`src/rtl/dom_and_sched_if.sv`:
```
// dom_and_sched_if
//   Bundles every non-clock signal of the DOM AND issue controller.
//   slave  : the controller (dom_and_sched)
//   master : its environment (sequencer, PRNG, gadget)
//   Operand side   : InValidSI/InReadySO, LeftDI, RightDI
//   Randomness side: RandValidSI/RandReadySO, RandDI, RandLevelDO
//   Gadget side    : GadLeftDO, GadRightDO, GadRandomDO, GadOutDI
//   Result side    : OutValidSO/OutReadySI, OutDO
interface dom_and_sched_if #(
    parameter int NUM_SHARES = 2,
    parameter int RAND_DEPTH = 4
);
    localparam int NUM_MASKS = (NUM_SHARES - 1) * NUM_SHARES / 2;
    localparam int LVL_W     = $clog2(RAND_DEPTH + 1);

    logic                  InValidSI;
    logic                  InReadySO;
    logic [NUM_SHARES-1:0] LeftDI;
    logic [NUM_SHARES-1:0] RightDI;
    logic                  RandValidSI;
    logic                  RandReadySO;
    logic [NUM_MASKS-1:0]  RandDI;
    logic [NUM_SHARES-1:0] GadLeftDO;
    logic [NUM_SHARES-1:0] GadRightDO;
    logic [NUM_MASKS-1:0]  GadRandomDO;
    logic [NUM_SHARES-1:0] GadOutDI;
    logic                  OutValidSO;
    logic                  OutReadySI;
    logic [NUM_SHARES-1:0] OutDO;
    logic [LVL_W-1:0]      RandLevelDO;

    modport slave (
        input  InValidSI, LeftDI, RightDI, RandValidSI, RandDI, GadOutDI, OutReadySI,
        output InReadySO, RandReadySO, GadLeftDO, GadRightDO, GadRandomDO,
               OutValidSO, OutDO, RandLevelDO
    );

    modport master (
        output InValidSI, LeftDI, RightDI, RandValidSI, RandDI, GadOutDI, OutReadySI,
        input  InReadySO, RandReadySO, GadLeftDO, GadRightDO, GadRandomDO,
               OutValidSO, OutDO, RandLevelDO
    );
endinterface

```
`src/rtl/dom_and_sched.sv`:
```
// dom_and_sched
//   Issue controller for one shared registered DOM AND gadget (1-cycle
//   latency). Operand pairs are issued only when an unused randomness word
//   sits in the local FIFO; each word is popped by exactly one issue. The
//   gadget result is captured and held on a valid/ready output.
// Ports
//   ClkCI  : clock, rising edge
//   RstRI  : asynchronous reset, active low
//   bus    : dom_and_sched_if.slave (operand, randomness, gadget, result)
//
// state   | meaning
// --------+-------------------------------------------------------------
// ST_IDLE | waiting for an operand pair; issues it when a word is queued
// ST_EVAL | gadget is computing; its output is captured at the next edge
// ST_HOLD | result presented on OutDO/OutValidSO until OutReadySI
module dom_and_sched #(
    parameter int NUM_SHARES = 2,
    parameter int RAND_DEPTH = 4
) (
    input  logic           ClkCI,
    input  logic           RstRI,
    dom_and_sched_if.slave bus
);
    localparam int NUM_MASKS = (NUM_SHARES - 1) * NUM_SHARES / 2;
    localparam int LVL_W     = $clog2(RAND_DEPTH + 1);
    localparam int PTR_W     = (RAND_DEPTH > 1) ? $clog2(RAND_DEPTH) : 1;

    typedef enum logic [1:0] {
        ST_IDLE = 2'd0,
        ST_EVAL = 2'd1,
        ST_HOLD = 2'd2
    } state_t;

    state_t                r_state;
    state_t                w_state_nxt;

    logic [NUM_MASKS-1:0]  r_mem [RAND_DEPTH];
    logic [PTR_W-1:0]      r_rd_ptr;
    logic [PTR_W-1:0]      r_wr_ptr;
    logic [LVL_W-1:0]      r_level;
    logic [NUM_SHARES-1:0] r_out;

    logic                  w_rand_ready;
    logic                  w_push;
    logic                  w_not_empty;
    logic                  w_in_ready;
    logic                  w_issue;
    logic                  w_capture;
    logic [NUM_SHARES-1:0] w_gad_left;
    logic [NUM_SHARES-1:0] w_gad_right;
    logic [NUM_MASKS-1:0]  w_gad_rand;

    function automatic logic [PTR_W-1:0] ptr_inc(input logic [PTR_W-1:0] p);
        if (p == PTR_W'(RAND_DEPTH - 1)) begin
            return '0;
        end
        return p + PTR_W'(1);
    endfunction

    // Fullness is judged on the registered level, so a pop in the same
    // cycle never frees room for a push; RstRI gates ready during reset.
    assign w_rand_ready = RstRI & (r_level != LVL_W'(RAND_DEPTH));
    assign w_push       = bus.RandValidSI & w_rand_ready;
    assign w_not_empty  = (r_level != '0);

    // Storage is not reset: contents are only read when the level says so.
    always_ff @(posedge ClkCI) begin
        if (w_push) begin
            r_mem[r_wr_ptr] <= bus.RandDI;
        end
    end

    always_ff @(posedge ClkCI or negedge RstRI) begin
        if (!RstRI) begin
            r_rd_ptr <= '0;
            r_wr_ptr <= '0;
            r_level  <= '0;
        end else begin
            if (w_push) begin
                r_wr_ptr <= ptr_inc(r_wr_ptr);
            end
            if (w_issue) begin
                r_rd_ptr <= ptr_inc(r_rd_ptr);
            end
            case ({w_push, w_issue})
                2'b10:   r_level <= r_level + LVL_W'(1);
                2'b01:   r_level <= r_level - LVL_W'(1);
                default: r_level <= r_level;
            endcase
        end
    end

    always_ff @(posedge ClkCI or negedge RstRI) begin
        if (!RstRI) begin
            r_state <= ST_IDLE;
        end else begin
            r_state <= w_state_nxt;
        end
    end

    // Gadget inputs are forced to zero outside the issue cycle so that old
    // shares never meet fresh ones inside the gadget registers.
    always_comb begin
        w_state_nxt = r_state;
        w_in_ready  = 1'b0;
        w_issue     = 1'b0;
        w_capture   = 1'b0;
        w_gad_left  = '0;
        w_gad_right = '0;
        w_gad_rand  = '0;
        case (r_state)
            ST_IDLE: begin
                w_in_ready = w_not_empty;
                w_issue    = bus.InValidSI & w_not_empty;
                if (w_issue) begin
                    w_gad_left  = bus.LeftDI;
                    w_gad_right = bus.RightDI;
                    w_gad_rand  = r_mem[r_rd_ptr];
                    w_state_nxt = ST_EVAL;
                end
            end
            ST_EVAL: begin
                w_capture   = 1'b1;
                w_state_nxt = ST_HOLD;
            end
            ST_HOLD: begin
                if (bus.OutReadySI) begin
                    w_state_nxt = ST_IDLE;
                end
            end
            default: begin
                w_state_nxt = ST_IDLE;
            end
        endcase
    end

    always_ff @(posedge ClkCI or negedge RstRI) begin
        if (!RstRI) begin
            r_out <= '0;
        end else if (w_capture) begin
            r_out <= bus.GadOutDI;
        end
    end

    assign bus.InReadySO   = w_in_ready;
    assign bus.RandReadySO = w_rand_ready;
    assign bus.GadLeftDO   = w_gad_left;
    assign bus.GadRightDO  = w_gad_right;
    assign bus.GadRandomDO = w_gad_rand;
    assign bus.OutValidSO  = (r_state == ST_HOLD);
    assign bus.OutDO       = r_out;
    assign bus.RandLevelDO = r_level;
endmodule

```
`src/flat_wrapper.sv`:
```
// flat-port wrapper written by rule: the top's interface ports become plain ports
module dom_and_sched_flat 
#(
    parameter int NUM_SHARES = 2,
    parameter int RAND_DEPTH = 4
)
  (ClkCI, RstRI, bus_InValidSI, bus_LeftDI, bus_RightDI, bus_RandValidSI, bus_RandDI, bus_GadOutDI, bus_OutReadySI, bus_InReadySO, bus_RandReadySO, bus_GadLeftDO, bus_GadRightDO, bus_GadRandomDO, bus_OutValidSO, bus_OutDO, bus_RandLevelDO);
  dom_and_sched_if #(.NUM_SHARES(NUM_SHARES), .RAND_DEPTH(RAND_DEPTH)) bus_i ();
  input  logic ClkCI;
  input  logic RstRI;
  input wire logic [$bits(bus_i.InValidSI)-1:0] bus_InValidSI;
  input wire logic [$bits(bus_i.LeftDI)-1:0] bus_LeftDI;
  input wire logic [$bits(bus_i.RightDI)-1:0] bus_RightDI;
  input wire logic [$bits(bus_i.RandValidSI)-1:0] bus_RandValidSI;
  input wire logic [$bits(bus_i.RandDI)-1:0] bus_RandDI;
  input wire logic [$bits(bus_i.GadOutDI)-1:0] bus_GadOutDI;
  input wire logic [$bits(bus_i.OutReadySI)-1:0] bus_OutReadySI;
  output wire logic [$bits(bus_i.InReadySO)-1:0] bus_InReadySO;
  output wire logic [$bits(bus_i.RandReadySO)-1:0] bus_RandReadySO;
  output wire logic [$bits(bus_i.GadLeftDO)-1:0] bus_GadLeftDO;
  output wire logic [$bits(bus_i.GadRightDO)-1:0] bus_GadRightDO;
  output wire logic [$bits(bus_i.GadRandomDO)-1:0] bus_GadRandomDO;
  output wire logic [$bits(bus_i.OutValidSO)-1:0] bus_OutValidSO;
  output wire logic [$bits(bus_i.OutDO)-1:0] bus_OutDO;
  output wire logic [$bits(bus_i.RandLevelDO)-1:0] bus_RandLevelDO;
  assign bus_i.InValidSI = bus_InValidSI;
  assign bus_i.LeftDI = bus_LeftDI;
  assign bus_i.RightDI = bus_RightDI;
  assign bus_i.RandValidSI = bus_RandValidSI;
  assign bus_i.RandDI = bus_RandDI;
  assign bus_i.GadOutDI = bus_GadOutDI;
  assign bus_i.OutReadySI = bus_OutReadySI;
  assign bus_InReadySO = bus_i.InReadySO;
  assign bus_RandReadySO = bus_i.RandReadySO;
  assign bus_GadLeftDO = bus_i.GadLeftDO;
  assign bus_GadRightDO = bus_i.GadRightDO;
  assign bus_GadRandomDO = bus_i.GadRandomDO;
  assign bus_OutValidSO = bus_i.OutValidSO;
  assign bus_OutDO = bus_i.OutDO;
  assign bus_RandLevelDO = bus_i.RandLevelDO;
  dom_and_sched #(.NUM_SHARES(NUM_SHARES), .RAND_DEPTH(RAND_DEPTH)) u_core (.ClkCI(ClkCI), .RstRI(RstRI), .bus(bus_i));
endmodule
```
`config.mk`:
```
export PLATFORM = sky130hd
export DESIGN_NAME = dom_and_sched_flat
export DESIGN_NICKNAME = d
export VERILOG_FILES = /design/src/rtl/dom_and_sched_if.sv /design/src/rtl/dom_and_sched.sv /design/src/flat_wrapper.sv
export SDC_FILE = /design/constraint.sdc
export NUM_CORES = 1
export LEC_CHECK = 0
export ABC_CLOCK_PERIOD_IN_PS = 3100
export CAP_MARGIN = 25
export CORE_MARGIN = 2
export CORE_UTILIZATION = 35
export CTS_BUF_LIST = sky130_fd_sc_hd__clkbuf_4 sky130_fd_sc_hd__clkbuf_8
export DETAILED_ROUTE_END_ITERATION = 8
export GPL_TIMING_DRIVEN = 0
export MAX_ROUTING_LAYER = met4
export SLEW_MARGIN = 20
export SYNTH_ARGS = -nofsm -noshare
export SYNTH_HDL_FRONTEND = slang
export SYNTH_SLANG_ARGS = --single-unit
```
`constraint.sdc`:
```
create_clock -name ClkCI -period 3.1 [get_ports ClkCI]
set_clock_uncertainty 0.05 [all_clocks]
set_input_delay 0.62 -clock ClkCI [delete_from_list [all_inputs] [get_ports ClkCI]]
set_output_delay 0.62 -clock ClkCI [all_outputs]
set_load 0.02 [all_outputs]
```
Word level (Yosys, flattened, before mapping)
Memories as Yosys holds them, arrays and structs flattened.
Index checks and enable logic that the tools add are counted.

storage, ports and cells
  RAM bits = 4
  word-level logic and storage cells = 49
  output and inout bits = 13
  bits of input ports = 12
  memories = 1
  register bits = 11

operators by class
  mux-type cells = 23
  reduce and logical (&&, ||, !) cells = 4
  bitwise logic cells = 3
  add/sub/neg operators = 4
  equal/unequal tests = 9

memories
  memory        words  bits a word  read ports  clocked after Yosys merged registers in  wr ports  RTL line             text
  u_core.r_mem  4      1            1           0                                        1         dom_and_sched.sv:37  logic [NUM_MASKS-1:0] r_mem [RAND_DEPTH];

operator list
  operator             number
  $mux 2               10
  $mux 1               11
  $eq 2x2->1 const B   4
  $pmux 2 s3           1
  $pmux 3 s2           1
  $add 2x1->2 const B  2
  $eq 2x1->1 const B   2
  $add 3x1->3 const B  1
  $and 1x1->1          3
  $ne 3x3->1 const B   1
  $reduce_bool 3->1    1
  $sub 3x1->3 const B  1
  $logic_not 2->1      1
  $ne 2x1->1 const B   1
  $ne 2x2->1 const B   1
  $reduce_and 2->1     1
  $reduce_bool 2->1    1

Depth between registers and ports, before layout
  depth after elaboration = 5
  mapped depth = 9
  gate-level depth less buffers = 9

Least setup slack after synthesis
Ideal clock, no wire load.

  path kind = register -> register
  start point = reg u_core.r_level[0] (netlist: u_core.bus.RandLevelDO[0])
  end point = reg u_core.r_level[2] (netlist: u_core.bus.RandLevelDO[2])
  arrival = 1.981 ns
  slack = 0.989 ns
  buffers on the path = 0
  library setup time = 0.080 ns
  cell stages (with the launch flop) = 9
  data required time = 2.970 ns
  clock period less this slack = 2.111 ns
  cell sequence = dfrtp_1 > nor3_2 > nor4b_4 > ha_1 > inv_1 > fa_1 > xor2_1 > nor2_1 > xor2_1

between the ends
  cells in the longest elaborated chain, start to end = 5
  elaborated cells between the ends (all ways) = 12
  classes of those cells = 2 x add/sub; 3 x eq/ne; 2 x mux; 3 x bitwise; 2 x reduce/logical

RTL lines
  what                                                    RTL line              text
  start: declaration                                      dom_and_sched.sv:40   logic [LVL_W-1:0] r_level;
  start signal: assignment                                dom_and_sched.sv:86   2'b10: r_level <= r_level + LVL_W'(1);
  start signal: assignment                                dom_and_sched.sv:87   2'b01: r_level <= r_level - LVL_W'(1);
  start signal: assignment                                dom_and_sched.sv:88   default: r_level <= r_level;
  $reduce_bool 3->1 (*)                                   dom_and_sched.sv:64   assign w_not_empty = (r_level != '0);
  $and 1x1->1 (*)                                         dom_and_sched.sv:114  w_issue = bus.InValidSI & w_not_empty;
  $mux 1 (*)                                              dom_and_sched.sv:111  case (r_state)
  net u_core.w_issue                                      dom_and_sched.sv:47   logic w_issue;
  $eq 2x1->1 / $eq 2x2->1 (equally long branches)         dom_and_sched.sv:85   case ({w_push, w_issue})
  $pmux 3 s2 / $reduce_bool 2->1 (equally long branches)  --

The timed path passes the listed nets; every way through them passes the cells marked *.
A chain may end at the register's enable or synchronous reset.

Final worst setup path
  start point = in bus_InValidSI
  end point = out bus_GadLeftDO[0]

between the ends
  cells in the longest elaborated chain, start to end = 3

RTL lines
  what                RTL line              text
  start: declaration  flat_wrapper.sv:11    input wire logic [$bits(bus_i.InValidSI)-1:0] bus_InValidSI;
  $and 1x1->1         dom_and_sched.sv:114
  $mux 2              dom_and_sched.sv:115  if (w_issue) begin
  $mux 2              dom_and_sched.sv:111
  end: declaration    flat_wrapper.sv:20    output wire logic [$bits(bus_i.GadLeftDO)-1:0] bus_GadLeftDO;

No other way between the ends.

==> impl_results.md <==
- Status: complete, no violations
- Total track usage: 11.9%
- Synth area leader: dfrtp_1
- Reg2reg start: u_core.bus.RandLevelDO[0]
- Total Die Area: 2690 sq um
- Max FO, Critical Path: 8
- Hold-fix buffers at CTS: 0
- Worst Path Buf+Inv: 2
- Yosys cell types: 22
- CP max-delay cell: clkdlybuf4s50_1
- CTS resizes: 0
- Setup TNS: 0 ns
- WL per Instance: between 10 and 15 um
- Pin count of the biggest net entering global routing: 14
- DRC violations left: 0
- GR Util met3: under 10%
- Vias in the first global route: 511
- Worst vdd ir: 0.511 mV
- Power share of the clock group: between 10 and 15%
- P_sw: 390 uW
- Global-route wire length before repair: 2220 um
- Final core occ: 50.5%
- Worst EP required: 2.43 ns
- Initial Util: 36.6%
- Synth Register Bits: 15
- Clk Latency, worst-skew pair: roughly 0.28 ns
- Final #Nets: 111
- Hpwl dp: 1040 um
- Slowest stage delay, CP: 0.59 ns
- Storage element area: 395 sq um
- 1st-pass router iterations: 2
- R2R Setup Slk: 0.88 ns
- Synth Warn #: 0
- # fillers: 200
- Seq/Total Area, Yosys: between 40% and 50%
- Upper clock frequency limit: 0.335 GHz
- CTS root buffer: clkbuf_4
- Postcts setup bufs: 0
- Initial DRC count: 5
- Routed Antenna Nets: 0
- Top-level I/O count: 25
- PortBufs: 24
- Post-Syn Nets: 82
- Total power: between 1000 and 1500 uW
- CP most frequent cell: clkdlybuf4s50_1
- Slew Viols, Final: 0
- Dpl ws: between 0.004 and 0.005 ns
- Core ar.: 2190 sq um
- Die X-Extent: 51.9 um
- CP cell instances: clkdlybuf4s50_1, nor4b_4, and2_2, clkdlybuf4s50_1
- Final WS setup: 0.115 ns
- Tcrit/Tclk final: 96.3%
- Multi-input logic area: 380 sq um
- Top post-synthesis cells by area: dfrtp_1 34%, edfxtp_1 15%, ha_1 9.4%, mux2_2 8.4%, and2_2 4.7%
- Cell area after layout: about 1100 sq um
- Most common cell after layout, fill and taps aside: clkdlybuf4s50_1
- DRT Wirelength: 1320 um
- Final Hold Vio Count: 0
- Layout cell share with drive strength beyond 1: 19.8%
- H-tree level count: 1
- GR Util met2: between 15 and 20%
- CP top delay family: buffers and inverters
- Antenna diodes: 0
- Slew headroom: 63.4%
- Grt met1 use: 15.2%
- Internal power: 619 uW
- Power per cell area: approximately 900 nW/um^2
- Unrepaired setup endpoints after global routing: false
- Crit end category: output port
- Seq pwr share: between 30% and 40%
- Initial antenna violation count: 0
- Post-synth design cell area: between 800 and 900 sq um
- Rows: 17
- Vias post-DR: 525
- Placed Area: 1080 sq um
- Worst Setup Start Kind: input port
- Post-synthesis average cell area: 12.7 sq um
- CTS Buf Count: 3
- Final Critical Period: 2.99 ns
- Worst-Margin Slew: 0.548 ns
- Sw frac: just under 40%
- Max Cap Viol: 0
- CTS tree: built
- Area grow syn2layout: 38.1%
- Synth Instances: 63
- P_leak: 0.000485 uW
- Min-Delay Path Class: in2async
- Clock transition at the registers of the reported paths: 0.09 ns
- GRT overflow: 0
- Clock buffer depth: 2
- Vias/cell: approximately 4.4
- GP Congestion: about 0.73
- Critical path class: in2out
- Num Clock Sinks: 15
- Worst Path Arrival: 2.32 ns
- Reg2Reg Depth: 8
- Gate power share: 53.0%
- Yosys top cell area share: between 30% and 40%
- # setup viols final: 0
- Die Ht: 51.9 um
- Most used routing layer: met2
- R2R Path End: u_core.bus.RandLevelDO[2]
- Most frequent cells in the layout: 23 x clkdlybuf4s50_1, 11 x dfrtp_1, 7 x inv_1
==> worst max path at each step <==
| stage | start | slack (ns) | depth (start not counted) | endpoint |
|---|---|---|---|---|
| global placement | RstRI | 0.009 | 8 | u_core.bus.RandLevelDO[1] |
| detailed placement | RstRI | 0.004 | 10 | u_core.bus.RandLevelDO[2] |
| CTS | RstRI | 0.07 | 3 | bus_RandReadySO |
| finish | bus_InValidSI | 0.11 | 4 | bus_GadLeftDO[0] |
| global route | bus_InValidSI | 0.03 | 4 | bus_GadLeftDO[0] |
| floorplan | u_core.bus.RandLevelDO[0] | 0.99 | 8 | u_core.bus.RandLevelDO[2] |
==> kinds of logic (layout without fill, tap and decap cells) <==
group	after synthesis	after routing	share of synthesized area [%]
AOI/OAI and AO/OA	3	3	2.18
xor gates and xnor gates	3	3	3.28
adders and majority gates	7	7	11.9
buffers and inverters	7	35	3.28
DFF	15	15	49.3
muxes	8	8	12.5
and+or+nand+nor	20	20	17.6
==> layout make-up <==
class	instances	share of cell area (%)
sequential	15	35.7
clock inverter	1	0.452
inverter	7	2.37
multi-input combinational	41	34.4
timing repair buffer	24	21.9
clock buffer	3	2.03
tap	28	3.16
==> power by group through the flow <==
stage	clock network [uW]	registers (uW)	logic [uW]
detailed placement	0	369	541
CTS	115	367	543
global placement	0	370	528
finish	109	365	535
floorplan	0	399	301
global route	128	383	587
==> worst reg2reg max path, cell delays in order (launching register included) <==
cell	delay, ns
dfrtp_1	0.44
nor3_2	0.11
nor4b_4	0.42
ha_1	0.28
inv_1	0.07
fa_1	0.38
xor2_1	0.15
nor2_1	0.11
xor2_1	0.14
==> sequential cells by signal, indices dropped and copies added (netlist names) <==
register and cells:
u_core.bus.OutDO 2, u_core.bus.RandLevelDO 3, u_core.r_mem 4, u_core.r_rd_ptr 2, u_core.r_state 2, u_core.r_wr_ptr 2
==> cell usage after synthesis, drive strengths merged <==
| cell type | instances |
|---|---|
| mux4 | 1 |
| and2 | 9 |
| nor2 | 4 |
| xnor2 | 1 |
| inv | 7 |
| ha | 6 |
| mux2 | 6 |
| nor4b | 2 |
| a21oi | 1 |
| o21ai | 1 |
| fa | 1 |
| nor3 | 2 |
| dfrtp | 11 |
| edfxtp | 4 |
| xor2 | 2 |
| nand2 | 1 |
| nand2b | 2 |
| a21boi | 1 |
| mux2i | 1 |
==> through the flow <==
stage | std cells | hold WS (ns)
floorplan | 63 | 0.274
global placement | 115 | 0.438
detailed placement | 115 | 0.445
CTS | 119 | 0.467
global route | 119 | 0.272
finish | 119 | 0.249
==> per-layer routing <==
metal | vias to the layer above | wire (um)
met5 | - | 0
met4 | 0 | 25
met3 | 4 | 81
met2 | 16 | 562
met1 | 237 | 654
li1 | 268 | -
(Power assumes the default switching activity.)
